### src/rtl/bus_rr_arbiter.sv
// bus_rr_arbiter: round-robin owner of the system bus with hold-time limit.
// Define ARB_LOCK_EN to add the lock input for LOCK'd back-to-back ownership.
module bus_rr_arbiter #(
  parameter int N_REQ    = 4,
  parameter int ID_W     = 2,
  parameter int MAX_HOLD = 16
) (
  input  logic             clk_i,
  input  logic             rst_ni,
  input  logic [N_REQ-1:0] req_i,
  input  logic             done_i,
`ifdef ARB_LOCK_EN
  input  logic             lock_i,
`endif
  output logic [N_REQ-1:0] grant_o,
  output logic             grant_valid_o,
  output logic [ID_W-1:0]  grant_id_o,
  output logic             timeout_err_o
);
  localparam int HW = $clog2(MAX_HOLD);
  typedef enum logic {IDLE, BUSY} state_e;
  state_e           state_q;
  logic [ID_W-1:0]  ptr_q, id_q, win;
  logic [N_REQ-1:0] grant_q;
  logic [HW-1:0]    hold_q;
  logic             valid_q, err_q, err_d, owner_req, tmo, keep, rel;
  // Scan downward so the nearest set bit after ptr is the last one written.
  always_comb begin
    win = '0;
    for (int i = N_REQ; i >= 1; i--)
      if (req_i[(int'(ptr_q) + i) % N_REQ]) win = ID_W'((int'(ptr_q) + i) % N_REQ);
  end
  assign owner_req = req_i[id_q];
  assign tmo       = hold_q == HW'(MAX_HOLD - 1);
`ifdef ARB_LOCK_EN
  assign keep      = done_i && lock_i && owner_req;
`else
  assign keep      = 1'b0;
`endif
  assign rel       = !keep && (done_i || !owner_req || tmo);
  assign err_d     = tmo && !done_i && owner_req;
  always_ff @(posedge clk_i) begin
    if (!rst_ni) begin
      state_q <= IDLE;
      grant_q <= '0;
      id_q    <= '0;
      valid_q <= 1'b0;
      err_q   <= 1'b0;
      hold_q  <= '0;
      ptr_q   <= ID_W'(N_REQ - 1);
    end else begin
      err_q <= 1'b0;
      if (state_q == IDLE) begin
        if (|req_i) begin
          state_q <= BUSY;
          grant_q <= N_REQ'(1) << win;
          id_q    <= win;
          valid_q <= 1'b1;
          hold_q  <= '0;
        end
      end else if (keep) begin
        hold_q <= '0;
      end else if (rel) begin
        state_q <= IDLE;
        grant_q <= '0;
        id_q    <= '0;
        valid_q <= 1'b0;
        ptr_q   <= id_q;
        err_q   <= err_d;
      end else begin
        hold_q <= tmo ? hold_q : hold_q + 1'b1;
      end
    end
  end
  assign grant_o       = grant_q;
  assign grant_valid_o = valid_q;
  assign grant_id_o    = id_q;
  assign timeout_err_o = err_q;
endmodule
### config.mk
export PLATFORM = sky130hd
export DESIGN_NAME = bus_rr_arbiter
export DESIGN_NICKNAME = d
export VERILOG_FILES = /design/src/rtl/bus_rr_arbiter.sv
export SDC_FILE = /design/constraint.sdc
export NUM_CORES = 1
export LEC_CHECK = 0
export ABC_AREA = 1
export CORE_ASPECT_RATIO = 1.1
export CORE_MARGIN = 2
export CORE_UTILIZATION = 45
export DETAILED_ROUTE_END_ITERATION = 12
export DONT_BUFFER_PORTS = 1
export HOLD_SLACK_MARGIN = 0.1
export PLACE_DENSITY = 0.67
export SLEW_MARGIN = 25
export SYNTH_ARGS = -nofsm -noshare
export SYNTH_HDL_FRONTEND = slang
export SYNTH_SLANG_ARGS = --single-unit
### constraint.sdc
create_clock -name clk_i -period 2.85 [get_ports clk_i]
set_input_delay 0.57 -clock clk_i [delete_from_list [all_inputs] [get_ports clk_i]]
set_output_delay 0.57 -clock clk_i [all_outputs]
set_load 0.01 [all_outputs]
==> reports/results.ini <==
[drt]
firstDrtPassIters=4
drc=0
ant_nets=0
drt-vias-per-instance=5.11
wirelength_mm=1.79
drt_iter0_drc=11
vias=813
wire_per_inst_um=11.2

[clock_tree]
cts_hold_buf=0
clock_sinks=15
h-tree-depth=1
clock_latency_ns=0.28
post_cts_resized=0
cts_max_path_buffers=2
cts_root_buf=clkbuf_4
cts_made_buffers=3
cts_tree=done
postCtsSetupBuffers=0
clk_pin_slew_ns=0.08

[yosys]
synthArstFlopShare_pct=0
ys_ff_latch=15
yosys-top-cells-area=dfxtp_1, nand2_1, nand2_2
synth-edff-count=0
synth_area_leader_cell=dfxtp_1
synth_cell_types=17
syn-instance-count=137
synthFlopType=dfxtp_1
yosysMostFrequentCell=nand2_1
synth_top_area_share_pct=34.5
syn_avg_cell_area_um2=6.36
syn-num-nets=145
ys_warn_count=0
yosysSeqAreaShare_pct=34.5
syn_area_um2=871
synth_common_cells=nand2_1, inv_1, nor2_1

[sta]
fin_setup_tns_ns=0
timing.final.ws_setup_ns=1.35
maxSlewHeadroom_pct=79.3
rsz0062_at_grt=false
min_period_ns=1.50
slew_viol_final=0
skew_ns=0.00279
worst_pin_slew_ns=0.311
hold_viol_final=0
setup_viol=0
fmax_mhz=668
fin_crit_sh_pct=52.5

[global_route]
antenna_found_initial=0
first_global_vias=766
grt_util_all_layers_pct=18.3
grt_pass1_wl_mm=3.12
grt_max_degree=11
overflow=0

[place]
gp_congestion=0.858
place_ws_ns=1.31
portBuffers=0
dpl.hpwl_mm=1.40
placed_area_um2=893
dp.cells=155

[floorplanning]
chipWidth_um=45.9
core_region_area_um2=1800
rows=16
initial_utilization_pct=48.3
die_h_um=50.1
pin_count=15
dieArea_um2=2300

[worst_setup_path]
reg2reg_slack_ns=1.35
reg2reg_from=grant_id_o[0]
crit_end=grant_o[1]
start_kind=flip-flop
worstPathRequired_ns=3.07
arrival_ns=1.71
worstPathMaxFanout=7
timing.rr.end=grant_o[1]
crit_type=flip-flop to flip-flop
reg2reg_depth=10
cp-end-kind=flip-flop
critPathLaunch=grant_id_o[0]

[status]
outcome=finished clean

[cells_and_area]
final.fill_count=192
syn_to_final_growth_pct=5.60
layout-drive-gt1-share_pct=12.8
final_cell_area_um2=920
instances_no_fill=159
fin_nets=150
diodes=0

[power]
cellPowerDensity_nw_per_um2=614
p_leak_uw=0.000461
vdd_ir_drop_max_mv=0.323

[worst_hold_path]
hold_class=input pin to flip-flop

[job]
maxCapViolCount=0

registers in the layout, summed over array words and instances, names as in the netlist:
name           cells
state_q            1
hold_q             4
ptr_q              2
timeout_err_o      1
grant_valid_o      1
grant_id_o         2
grant_o            4
worst max-delay path: stages, from the launching register on:
cell and delay (ns):
dfxtp_1 0.51, nor2_1 0.09, nor2_1 0.09, nand2_1 0.05
nand2_1 0.10, nand3_1 0.08, nand2_1 0.08, nand2_1 0.09
inv_1 0.13, nand2_1 0.06, a21oi_1 0.13
cells by family (layout without fill, tap and decap cells):
group                    after synthesis  in the layout  synth area share [%]
adder cells (fa/ha/maj)                1              1                  1.44
buffers and inverters                 19             23                  8.48
AO/OA/AOI/OAI                         14             14                  8.91
flip-flops                            15             15                  34.5
AND/OR/NAND/NOR                       88             88                  46.7
where the power goes:
group          leakage [uW]  switching (uW)  internal [uW]
logic              0.000323             116           64.2
clock network     0.0000150            65.9           54.4
registers          0.000123            31.9            232
cell type report:
cell class	count	area [um^2]	area share, %
Multi-Input combinational cell	103	497	54.0
Sequential cell	15	300	32.7
Inverter	19	73.8	8.03
Clock buffer	4	26.3	2.86
Tap cell	18	22.5	2.45
through the flow:
stage	hold WS, ns	power, uW	utilization [%]
CTS	0.373	571	51.0
finish	0.381	564	51.0
global route	0.377	611	51.0
floorplan	0.443	414	-
detailed placement	0.470	450	49.6
global placement	0.464	446	49.6
routing by layer:
layer	GRT usage [%]	share of wire [%]
met1	23.0	46
met3	4.32	4.4
met5	0	0
met2	28.7	47
met4	8.57	2.2
cell usage in the layout, fill, tap and decap left out:
master	count
o21ai_0	3
nand2_1	40
nand2_2	13
inv_4	1
dfxtp_1	15
clkbuf_1	1
a21oi_1	8
o211ai_1	3
and3_1	1
nand3_1	12
clkbuf_4	3
nor2_1	17
nor4_1	1
and2_1	1
inv_1	17
ha_1	1
nand3b_4	1
nand4_1	2
clkinv_1	1
worst min path at each step:
stage / startpoint / cells past startpoint / to
after floorplan: hold_q[0] / 1 / hold_q[0]
after global placement: hold_q[0] / 1 / hold_q[0]
after detailed placement: hold_q[0] / 1 / hold_q[0]
after CTS: rst_ni / 1 / ptr_q[0]
after global routing: rst_ni / 1 / ptr_q[0]
final: rst_ni / 1 / ptr_q[1]
Note: power is estimated with default switching activity, not from simulation.
